$ cat src/rtl/dmx_pkg.sv
// Shared constants and state encoding for the DMX512 transmit path.
package dmx_pkg;

    localparam int unsigned DMX_BAUD       = 250000;
    localparam int unsigned DMX_SLOT_BITS  = 11;
    localparam int unsigned DMX_DATA_BITS  = 8;
    localparam int unsigned DMX_STOP_BITS  = DMX_SLOT_BITS - 1 - DMX_DATA_BITS;
    localparam int unsigned DMX_BREAK_BITS = 22;
    localparam int unsigned DMX_MAB_BITS   = 3;

    typedef enum logic [2:0] {
        ST_IDLE,
        ST_BREAK,
        ST_MAB,
        ST_START,
        ST_DATA,
        ST_STOP
    } dmx_state_e;

    // Slot-RAM address width; a single-slot universe still gets one address bit.
    function automatic int unsigned dmx_addr_w(input int unsigned slots);
        return (slots > 1) ? $clog2(slots) : 1;
    endfunction

endpackage

$ cat src/rtl/dmx_baud_tick.sv
// Clock-enable bit-time divider: bit_tick marks the last cycle of every bit.
module dmx_baud_tick #(
    parameter int unsigned CLOCK_HZ = 50000000,
    parameter int unsigned BAUD     = 250000
) (
    input  logic clock,
    input  logic reset,
    input  logic enable,
    output logic bit_tick
);

    localparam int unsigned DIV   = CLOCK_HZ / BAUD;
    localparam int unsigned CNT_W = $clog2(DIV);

    logic [CNT_W-1:0] count;

    always_ff @(posedge clock) begin
        if (!reset) begin
            count <= '0;
        end else if (!enable || count == CNT_W'(DIV - 1)) begin
            count <= '0;
        end else begin
            count <= count + CNT_W'(1);
        end
    end

    assign bit_tick = (count == CNT_W'(DIV - 1));

endmodule

$ cat src/rtl/dmx_frame_sequencer.sv
// DMX512 universe transmitter: BREAK, MAB, start-code slot, then SLOTS data slots
// fetched one slot ahead from the channel-buffer RAM.
module dmx_frame_sequencer
    import dmx_pkg::*;
#(
    parameter int unsigned CLOCK_HZ   = 50000000,
    parameter int unsigned BAUD       = DMX_BAUD,
    parameter int unsigned BREAK_BITS = DMX_BREAK_BITS,
    parameter int unsigned MAB_BITS   = DMX_MAB_BITS,
    parameter int unsigned SLOTS      = 512,
    localparam int unsigned ADDR_W    = dmx_addr_w(SLOTS)
) (
    input  logic              clock,
    input  logic              reset,
    input  logic              start,
    input  logic [7:0]        start_code,
    input  logic              abort,
    output logic              rd_en,
    output logic [ADDR_W-1:0] rd_addr,
    input  logic [7:0]        rd_data,
    output logic              tx,
    output logic              busy,
    output logic              done
);

    localparam int unsigned SLOT_W    = ADDR_W + 1;
    localparam int unsigned LONG_BITS = (BREAK_BITS > MAB_BITS) ? BREAK_BITS : MAB_BITS;
    // The bit counter also times BREAK/MAB, so it widens beyond 4 bits when needed.
    localparam int unsigned BIT_W     = ($clog2(LONG_BITS) > 4) ? $clog2(LONG_BITS) : 4;

    dmx_state_e        state, state_d;
    logic [BIT_W-1:0]  bit_cnt, bit_cnt_d;
    logic [SLOT_W-1:0] slot_cnt, slot_cnt_d;
    logic [7:0]        shreg, shreg_d;
    logic [ADDR_W-1:0] rd_addr_d;
    logic              rd_en_d, rd_pend, rd_pend_d;
    logic              tx_d, busy_d, done_d;
    logic              bit_tick;
    logic              tick_en_c;

    // Clearing on abort keeps the divider at zero the cycle the frame is killed.
    assign tick_en_c = busy & ~abort;

    dmx_baud_tick #(
        .CLOCK_HZ (CLOCK_HZ),
        .BAUD     (BAUD)
    ) u_baud_tick (
        .clock    (clock),
        .reset    (reset),
        .enable   (tick_en_c),
        .bit_tick (bit_tick)
    );

    always_ff @(posedge clock) begin
        if (!reset) begin
            state    <= ST_IDLE;
            bit_cnt  <= '0;
            slot_cnt <= '0;
            shreg    <= '0;
            rd_en    <= 1'b0;
            rd_addr  <= '0;
            rd_pend  <= 1'b0;
            tx       <= 1'b1;
            busy     <= 1'b0;
            done     <= 1'b0;
        end else begin
            state    <= state_d;
            bit_cnt  <= bit_cnt_d;
            slot_cnt <= slot_cnt_d;
            shreg    <= shreg_d;
            rd_en    <= rd_en_d;
            rd_addr  <= rd_addr_d;
            rd_pend  <= rd_pend_d;
            tx       <= tx_d;
            busy     <= busy_d;
            done     <= done_d;
        end
    end

    always_comb begin
        state_d    = state;
        bit_cnt_d  = bit_cnt;
        slot_cnt_d = slot_cnt;
        shreg_d    = shreg;
        rd_en_d    = 1'b0;
        rd_addr_d  = rd_addr;
        rd_pend_d  = rd_en;
        done_d     = 1'b0;

        // RAM answers one cycle after the strobe, during the first stop bit.
        if (rd_pend) begin
            shreg_d = rd_data;
        end

        unique case (state)
            ST_IDLE: begin
                if (start && !abort && !done) begin
                    state_d    = ST_BREAK;
                    shreg_d    = start_code;
                    bit_cnt_d  = '0;
                    slot_cnt_d = '0;
                end
            end
            ST_BREAK: begin
                if (bit_tick) begin
                    if (bit_cnt == BIT_W'(BREAK_BITS - 1)) begin
                        state_d   = ST_MAB;
                        bit_cnt_d = '0;
                    end else begin
                        bit_cnt_d = bit_cnt + BIT_W'(1);
                    end
                end
            end
            ST_MAB: begin
                if (bit_tick) begin
                    if (bit_cnt == BIT_W'(MAB_BITS - 1)) begin
                        state_d   = ST_START;
                        bit_cnt_d = '0;
                    end else begin
                        bit_cnt_d = bit_cnt + BIT_W'(1);
                    end
                end
            end
            ST_START: begin
                if (bit_tick) begin
                    state_d   = ST_DATA;
                    bit_cnt_d = '0;
                end
            end
            ST_DATA: begin
                if (bit_tick) begin
                    if (bit_cnt == BIT_W'(DMX_DATA_BITS - 1)) begin
                        state_d   = ST_STOP;
                        bit_cnt_d = '0;
                        if (slot_cnt != SLOT_W'(SLOTS)) begin
                            rd_en_d   = 1'b1;
                            rd_addr_d = slot_cnt[ADDR_W-1:0];
                        end
                    end else begin
                        shreg_d   = {1'b0, shreg[7:1]};
                        bit_cnt_d = bit_cnt + BIT_W'(1);
                    end
                end
            end
            ST_STOP: begin
                if (bit_tick) begin
                    if (bit_cnt == BIT_W'(DMX_STOP_BITS - 1)) begin
                        bit_cnt_d = '0;
                        if (slot_cnt == SLOT_W'(SLOTS)) begin
                            state_d = ST_IDLE;
                            done_d  = 1'b1;
                        end else begin
                            state_d    = ST_START;
                            slot_cnt_d = slot_cnt + SLOT_W'(1);
                        end
                    end else begin
                        bit_cnt_d = bit_cnt + BIT_W'(1);
                    end
                end
            end
            default: state_d = ST_IDLE;
        endcase

        if (abort) begin
            state_d    = ST_IDLE;
            bit_cnt_d  = '0;
            slot_cnt_d = '0;
            rd_en_d    = 1'b0;
            rd_pend_d  = 1'b0;
            done_d     = 1'b0;
        end

        unique case (state_d)
            ST_BREAK, ST_START: tx_d = 1'b0;
            ST_DATA:            tx_d = shreg_d[0];
            default:            tx_d = 1'b1;
        endcase
        busy_d = (state_d != ST_IDLE);
    end

endmodule

$ cat config.mk
export PLATFORM = sky130hd
export DESIGN_NAME = dmx_frame_sequencer
export DESIGN_NICKNAME = d
export VERILOG_FILES = /design/src/rtl/dmx_pkg.sv /design/src/rtl/dmx_baud_tick.sv /design/src/rtl/dmx_frame_sequencer.sv
export SDC_FILE = /design/constraint.sdc
export NUM_CORES = 1
export LEC_CHECK = 0
export ABC_AREA = 0
export BUFFER_PORTS_ARGS = -buffer_cell sky130_fd_sc_hd__buf_2
export CORE_AREA = 5 5 73 75
export CTS_CLUSTER_SIZE = 20
export DETAILED_ROUTE_END_ITERATION = 6
export DIE_AREA = 0 0 78 80
export GPL_TIMING_DRIVEN = 0
export PLACE_DENSITY = 0.78
export SLEW_MARGIN = 10
export SYNTH_ARGS = -nofsm -noshare
export SYNTH_HDL_FRONTEND = slang
export SYNTH_SLANG_ARGS = --single-unit
$ cat constraint.sdc
create_clock -name clock -period 2.5 [get_ports clock]
set_input_delay 0.125 -clock clock [delete_from_list [all_inputs] [get_ports clock]]
set_output_delay 0.125 -clock clock [all_outputs]
set_load 0.03 [all_outputs]
[Word level (Yosys, flattened, before mapping)]
Index checks and enable logic that the tools add are counted.
Operators by class
  add/subtract/negate cells: 3
  equal/unequal tests: 23
  multiplexer cells: 37
  bitwise operators: 8
  reduce and logical (&&, ||, !) cells: 18
Operators by type and width (count)
  $mux W5: 10
  $mux W10: 4
  $mux W3: 11
  $mux W8: 4
  $pmux W5 S6: 1
  $pmux W10 S2: 1
  $pmux W3 S6: 1
  $ne A2 B2 Y1 const B: 8
  $pmux W8 S2: 1
  $add A10 B1 Y10 const B: 1
  $eq A10 B10 Y1 const B: 1
  $ne A10 B10 Y1 const B: 1
  $reduce_or A5 Y1: 2
  $eq A3 B2 Y1 const B: 3
  $eq A3 B3 Y1 const B: 3
  $add A8 B1 Y8 const B: 1
  $eq A8 B8 Y1 const B: 1
  $not A1 Y1: 7
  $reduce_and A7 Y1: 1
  $eq A3 B1 Y1 const B: 2
  $reduce_bool A6 Y1: 1
  $reduce_or A2 Y1: 3
  $add A5 B1 Y5 const B: 1
  $eq A5 B1 Y1 const B: 1
  other kinds (15): 19
Word-level totals
  flip-flop bits (word level): 48
  bits of input ports: 20
  output and inout bits: 13

[Logic depth before layout (Yosys ltp)]
Gate-level depths: netlist of the first run.
  depth after elaboration: 9
  gate-level depth with buffers: 9

[Cells and area by module]
A second synthesis of the first run with hierarchy kept.
Second synthesis, totals
  cell total of the unflattened synthesis: 294
  area, all modules: 2591.2 um^2
By module, submodules not included
  dmx_frame_sequencer: times used 1, cells each 256, area each 2244.7 um^2
  dmx_baud_tick: times used 1, cells each 38, area each 346.6 um^2

[Least setup slack after synthesis of the first run]
No wires, ideal clock.
  path type: reg-to-reg
  start: register u_baud_tick.count[0]
  end: register shreg[1]
  library setup time: 0.115 ns
  arrival: 1.767 ns
  path slack: 0.618 ns
  stages on the path, launching flop included: 7
  clock period less this slack: 1.882 ns
  cells stage by stage: dfxtp_1 ha_1 nand4b_1 nor4_4 or2_2 o21ai_0 and2_1
Between the ends
  cells in the longest elaborated chain, start to end: 3
RTL lines
  start, declared: line dmx_baud_tick.sv:15  | logic [CNT_W-1:0] count;
  start signal, assigned: line dmx_baud_tick.sv:23  | count <= count + CNT_W'(1);
  $eq A8 B8 Y1: line dmx_baud_tick.sv:27  | assign bit_tick = (count == CNT_W'(DIV - 1));
  $mux W8: line dmx_frame_sequencer.sv:131  | if (bit_tick) begin
  $pmux W8 S2: line dmx_frame_sequencer.sv:95  | unique case (state)
  end signal, assigned: line dmx_frame_sequencer.sv:70  | shreg <= shreg_d;
  end, declared: line dmx_frame_sequencer.sv:34  | logic [7:0] shreg, shreg_d;
Every way passes these cells.
A chain may end at the register's enable or synchronous reset.

[Worst setup path in the final report of the first run]
  start: register u_baud_tick.count[0]
  end: register shreg[4]
Same word-level chain as after synthesis.

==> results.md, run 1 <==
- Most frequent cells in the layout: dfxtp_1 (48), buf_2 (39), nor2_1 (23)
- First-pass GRT wire length: between 9000 and 10,000 um
- Syn_area_per_cell: 8.90 um^2
- Seq/Total Area, Yosys: a little under two fifths
- Full die area: 0.00624 mm^2
- Worst-margin pin slew: between 0.5 and 0.6 ns
- Clk buf depth: 2
- Share of cells above drive strength 1: 17.7%
- Initial DRC Count: slightly above 90
- Cts bufs inserted: 5
- Design Power: 0.00146 W
- TritonCTS clock tree: yes
- DRC: 0
- Max_slew headroom: between 60% and 70%
- PortBufs: 32
- Yosys cell types: 51
- Via Count: 2,142
- Routability congestion estimate from global placement: 0.927
- Mapped Cells: 282
- Largest cells by area after synthesis: dfxtp_1 (38%), mux2i_1 (7.2%), nand3_1 (4.0%), nor2_1 (3.4%), nor2b_1 (3.2%)
- Ys Warns: 0
- CP Capture Type: register
- Initial core utilization: 54.6%
- Synth async-reset ratio: 0%
- Area of the multi-input gates: 0.00145 mm^2
- Remaining Overflow, GRT: 0
- Setup violations, final: 0
- Top FF cell, synth: dfxtp_1
- Pre-antenna DRT Iters: 6
- I/O pin count: 33
- Final HPWL DP: ~4000 um
- Unrepaired setup endpoints after global routing: no
- Synth Area in Compound Gates: between 10% and 20%
- H-tree lvl count: 2
- Initial antenna violation count: 0
- Register area: about 960 um^2
- Final Hold Fails: 0
- Setup TNS: 0 ns
- WP depth: 6
- Vias per inst: 5.70
- P&R area growth vs syn: 13.9%
- Largest net degree at the start of global routing: 16
- Area share of the largest cell type after synthesis: 38.3%
- GRT Total Usage: a little under a fifth
- Vias in the first global route: 2,003
- Core ar.: 0.00460 mm^2
- Crit path buffers/inverters: 0
- Leak: 1.12 nW
- Fill count: around 420
- Critical path data arrival time: 2.47 ns
- Cell accounting for the most synthesized area: dfxtp_1
- Hold buffers post-CTS: 0
- Clock sink count: 48
- #FFs+latches synth: 48
- EDFF count, synth: 0
- FMAX: 442 MHz
- # rows: 25
- Tightest Hold Check Type: input port to register
- Worst Path Max Fanout: 10
- Synth Area in Simple Gates: 31.7%
- Final Max Tran Viols: 0
- Max-cap viol count: 0
- CTS root buf: clkbuf_8
- Die H: approximately 80 um
- Clk pin slew, worst setup/hold paths: 0.09 ns
- Worst Setup Start Kind: register
- Routed WL per cell: approximately 15 um
- Antenna diode count: 0
- Skew final: 0.0114 ns
- Chip width: 78 um
- Reg2Reg Depth: 6
- Commonest non-fill, non-tap cell in the layout: dfxtp_1
- Critical Path RT: 2.70 ns
- Pwr/cell area: 509 mW/mm^2
- Synth Net Count: 308
- Critical Path Slowest Stage Cell: nor4_4
- Post-Synth XOR/XNOR Area: under 10%
- Syn Std Cell Area: ~0.0025 mm^2
- # Post-CTS Setup Buffers: 0
- Mux cell area share after synthesis: 7.18%
- Outcome: completed
- Worst path cell trace: ha_1, nand4b_1, nor4_4, or2_2, o21ai_0, and2_1
- Worst path max stage delay: roughly 0.66 ns
- Adder-Cell Fraction of Synth Area: 2.99%
- Largest family of logic cells by synthesized area: simple AND/OR/NAND/NOR gates
- Cell family with most CP delay: simple AND/OR/NAND/NOR gates
- Final net count: approximately 350
- Worst skew pair latency: 0.30 ns
- Total wire length: 5460 um
- Hold path cells: 3
- Worst vdd ir: about 0.26 mV
- WS Path Type: register to register
- Post-route ant nets: 0
- Cts repair resizes: 0
- Min Clock Period, post-route: 2.26 ns
- Final period utilization: 90.5%
## worst min-delay path: cells and delay by family
kind                   cells  cell delay (ns)
buffers and inverters      1             0.08
AND/OR/NAND/NOR            1             0.11
AO/OA/AOI/OAI              1             0.05
## synthesized netlist by cell type, types with 6 or more instances
master / number
a21oi_1: 11
a22oi_1: 6
and2_1: 7
buf_2: 7
clkbuf_1: 6
dfxtp_1: 48
ha_1: 6
inv_1: 7
mux2i_1: 18
nand2_1: 17
nand3_1: 20
nor2_1: 23
nor2b_1: 13
nor3_1: 6
o21ai_0: 13
xor2_1: 9
## final cells by class
class                           instances  area share [%]
Multi-Input combinational cell        213            50.9
Inverter                                7           0.919
Buffer                                 14            2.41
Sequential cell                        48            33.6
Clock inverter                          2            1.36
Timing Repair Buffer                   32            5.60
Clock buffer                            6            2.89
Tap cell                               54            2.36
## per-stage QoR
step	setup WS (ns)	instance area, um^2	utilization [%]	hold WS, ns	instances
floorplan	0.618	2510	-	0.253	282
global placement	0.297	2740	59.5	0.379	368
detailed placement	0.255	2740	59.5	0.409	368
CTS	0.236	2860	62.2	0.0932	376
global route	0.0512	2860	62.2	0.0941	376
finish	0.237	2860	62.2	0.0931	376
## final timing paths
check / from / end / slack, ns
max: u_baud_tick.count[0]$_SDFF_PP0_ / shreg[4]$_SDFF_PN0_ / 0.24
min: start_code[7] / shreg[7]$_SDFF_PN0_ / 0.09
max reg2reg: u_baud_tick.count[0]$_SDFF_PP0_ / shreg[4]$_SDFF_PN0_ / 0.24
min reg2reg: u_baud_tick.count[0]$_SDFF_PP0_ / u_baud_tick.count[0]$_SDFF_PP0_ / 0.45
## flip-flops by register name, indices dropped and copies added (netlist names)
| name | cells |
|---|---|
| shreg | 8 |
| rd_addr | 9 |
| state | 3 |
| busy | 1 |
| rd_en | 1 |
| rd_pend | 1 |
| tx | 1 |
| bit_cnt | 5 |
| u_baud_tick.count | 8 |
| done | 1 |
| slot_cnt | 10 |
## cell families after synthesis
kind of cell	count (synthesis)
AO/OA/AOI/OAI	48
XOR/XNOR	11
adder cells (fa/ha/maj)	6
buffers and inverters	21
flip-flops	48
multiplexers	18
AND/OR/NAND/NOR	130
## metal layers
layer / part of all wire [%] / global-route usage (%)
met3: 4.5 / 3.95
met4: 1.5 / 5.24
met2: 50 / 31.8
met5: 0 / 0
met1: 44 / 22.0
## report_power, final
part,leakage [nW],total [W],internal [W],switching (W)
Clock,0.0614,0.000590,0.000327,0.000262
Sequential,0.388,0.000778,0.000773,0.00000531
Combinational,0.674,0.0000890,0.0000401,0.0000489
Total,1.12,0.00146,0.00114,0.000317
(Power assumes the default switching activity.)
==> run 2: changes to the inputs <==
--- a/config.mk
+++ b/config.mk
@@ -7,12 +7,12 @@
 export LEC_CHECK = 0
 export ABC_AREA = 0
 export BUFFER_PORTS_ARGS = -buffer_cell sky130_fd_sc_hd__buf_2
-export CORE_AREA = 5 5 73 75
+export CORE_AREA = 5 5 63 87
 export CTS_CLUSTER_SIZE = 20
 export DETAILED_ROUTE_END_ITERATION = 6
-export DIE_AREA = 0 0 78 80
+export DIE_AREA = 0 0 68 92
 export GPL_TIMING_DRIVEN = 0
-export PLACE_DENSITY = 0.78
+export PLACE_DENSITY = 0.77
 export SLEW_MARGIN = 10
 export SYNTH_ARGS = -nofsm -noshare
 export SYNTH_HDL_FRONTEND = slang
==> results.md, run 2 (same netlist as run 1, synthesis figures left out) <==
- Outcome: completed
- Post-route ant nets: 0 (unchanged)
- Clk pin slew, worst setup/hold paths: 0.09 ns (about the same)
- Worst-margin pin slew: 0.572 ns (-0.00551 ns)
- Worst flop-to-flop path endpoint: tx$_SDFF_PN1_
- Crit path buffers/inverters: 0 (unchanged)
- CP Capture Type: register
- Min Clock Period, post-route: 2.26 ns (-0.00184 ns)
- Worst Setup Start Kind: register
- Pwr/cell area: 495 mW/mm^2 (-2.8%)
- Max_slew headroom: 61.8% (+0.66 points)
- Int Pwr: 0.00111 W (-2.7%)
- Vias per inst: 5.77 (+1.3%)
- Antenna diode count: 0 (unchanged)
- Die H: 92 um (+15%)
- Switching Share: 21.7% (-0.046 points)
- Part of the power in registers: 54.9% (+1.5 points)
- Met2 track demand over resource: 35.3% (+3.5 points)
- WS Path Type: register to register
- Combinational share of power: 6.3% (+0.2 points)
- Critical Path Slowest Stage Cell: nor4_4
- GRT met1 Usage: 20.8% (-1.2 points)
- R2r setup slk: 0.24 ns (about the same)
- Worst Hold Path EP: shreg[7]$_SDFF_PN0_
- Cell family with most CP delay: simple AND/OR/NAND/NOR gates
- Critical path data arrival time: 2.44 ns (-0.03 ns)
- Remaining Overflow, GRT: 0 (unchanged)
- Setup TNS: 0 ns (unchanged)
- Tightest Hold Check Type: input port to register
- Reg2Reg Depth: 6 (unchanged)
- GRT Max-Usage Layer: met2
- Hold path start: start_code[7]
- CTS root buf: clkbuf_8
- Max-cap viol count: 0 (unchanged)
- First-pass GRT wire length: 9730 um (+6.3%)
- # rows: 29 (+16%)
- Initial antenna violation count: 0 (unchanged)
- Top Registers: slot_cnt (10), rd_addr (9)
- Sw Pwr: 0.000307 W (-2.9%)
- FMAX: 442 MHz (about the same)
- Final Max Tran Viols: 0 (unchanged)
- Worst vdd ir: 0.337 mV (+29%)
- Hold path cells: 3 (unchanged)
- Setup violations, final: 0 (unchanged)
- # Post-CTS Setup Buffers: 0 (unchanged)
- DRC: 0 (unchanged)
- Commonest non-fill, non-tap cell in the layout: dfxtp_1
- Worst path max stage delay: 0.64 ns (-0.02 ns)
- P&R area growth vs syn: 14.0% (about the same)
- Top reg by flops: slot_cnt
- Cts bufs inserted: 5 (unchanged)
- Share of cells above drive strength 1: 17.7% (unchanged)
- Clock sink count: 48 (unchanged)
- Vias in the first global route: 2,242 (+12%)
- Hold buffers post-CTS: 0 (unchanged)
- PortBufs: 32 (unchanged)
- GRT Total Usage: 19.8% (+1.7 points)
- Via Count: 2,216 (+3.5%)
- Chip width: 68 um (-13%)
- Crit-path most repeated cell: nor3_1
- Design Power: 0.00142 W (-2.7%)
- GR met3 Demand/Resource: 4.40% (+0.45 points)
- Final period utilization: 90.5% (about the same)
- TritonCTS clock tree: yes
- Worst path cell trace: ha_1, nand4b_1, nor4_4, nor3_1, nor3_1, mux2i_1
- FF-to-FF Start: u_baud_tick.count[0]$_SDFF_PP0_
- Full die area: 0.00626 mm^2 (+0.26%)
- Initial DRC Count: 119 (+29%)
- Clk network pwr share: 38.8% (-1.7 points)
- Final net count: 347 (unchanged)
- Largest net degree at the start of global routing: 15 (-1)
- Initial core utilization: 55.3% (+0.75 points)
- Worst Path Max Fanout: 10 (unchanged)
- Core ar.: 0.00454 mm^2 (-1.4%)
- Most frequent cells in the layout: dfxtp_1 (48), buf_2 (39), nor2_1 (23)
- Critical path origin: u_baud_tick.count[0]$_SDFF_PP0_
- I/O pin count: 33 (unchanged)
- Pre-antenna DRT Iters: 4 (-2)
- Critical Path RT: 2.68 ns (-0.02 ns)
- Total wire length: 5730 um (+4.9%)
- Clk buf depth: 2 (unchanged)
- Routability congestion estimate from global placement: 0.814 (-12%)
- Worst skew pair latency: 0.30 ns (about the same)
- Leak: 1.12 nW (-0.34%)
- H-tree lvl count: 2 (unchanged)
- Unrepaired setup endpoints after global routing: no
- Fill count: 410 (-1.9%)
- Final HPWL DP: 4180 um (+5.0%)
- Routed WL per cell: 14.9 um (+2.7%)
- Skew final: 0.00706 ns (-0.00438 ns)
- Max FFs per register: 10 (unchanged)
- Final Hold Fails: 0 (unchanged)
[run 2: layout make-up]
cell class	count	area, um^2	area share [%]
Multi-Input combinational cell	213	1460	51.0
Inverter	7	26.3	0.918
Clock buffer	6	72.6	2.54
Timing Repair Buffer	32	160	5.60
Sequential cell	48	961	33.6
Buffer	14	68.8	2.40
Clock inverter	2	35.0	1.22
Tap cell	62	77.6	2.71
[run 2: timing repair]
action                                  4_1_cts  5_1_grt
endpoints found under the setup margin        0        2
resized for setup                             0        1
endpoints found under the hold margin         0        0
[run 2: worst reg2reg max path, cell delays in order (launching register included)]
cell and delay (ns):
dfxtp_1 0.35, ha_1 0.27, nand4b_1 0.33, nor4_4 0.64
nor3_1 0.14, nor3_1 0.30, mux2i_1 0.12
[run 2: per-stage QoR]
step | worst slack, ns | hold WS [ns] | util [%] | instance area (um^2) | std cells
floorplan | 0.618 | 0.253 | - | 2510 | 282
global placement | 0.229 | 0.381 | 60.6 | 2750 | 376
detailed placement | 0.226 | 0.397 | 60.6 | 2750 | 376
CTS | 0.176 | 0.0783 | 63.0 | 2860 | 384
global route | 0.00336 | 0.0775 | 63.1 | 2860 | 384
finish | 0.239 | 0.0875 | 63.1 | 2860 | 384
[run 2: power groups by stage]
stage	Combinational, W	Sequential (W)	Clock [W]
floorplan	0.0000534	0.000796	0
global placement	0.0000875	0.000795	0
detailed placement	0.0000892	0.000795	0
CTS	0.0000898	0.000777	0.000561
global route	0.0000983	0.000778	0.000602
finish	0.0000896	0.000777	0.000550
[run 2: worst max-delay path by stage]
stage	cells after the start	end	slack [ns]
2_1_floorplan	6	shreg[1]$_SDFF_PN0_	0.62
3_3_place_gp	6	tx$_SDFF_PN1_	0.23
3_5_place_dp	6	tx$_SDFF_PN1_	0.23
4_1_cts	8	slot_cnt[4]$_SDFFE_PP0P_	0.18
5_1_grt	6	tx$_SDFF_PN1_	0.003
6_report	6	tx$_SDFF_PN1_	0.24
[run 2: layer usage]
metal | vias to the layer above | wire (um)
met2 | 57 | 3020
met1 | 1046 | 2280
met5 | - | 0
met4 | 0 | 176
met3 | 19 | 244
li1 | 1094 | -
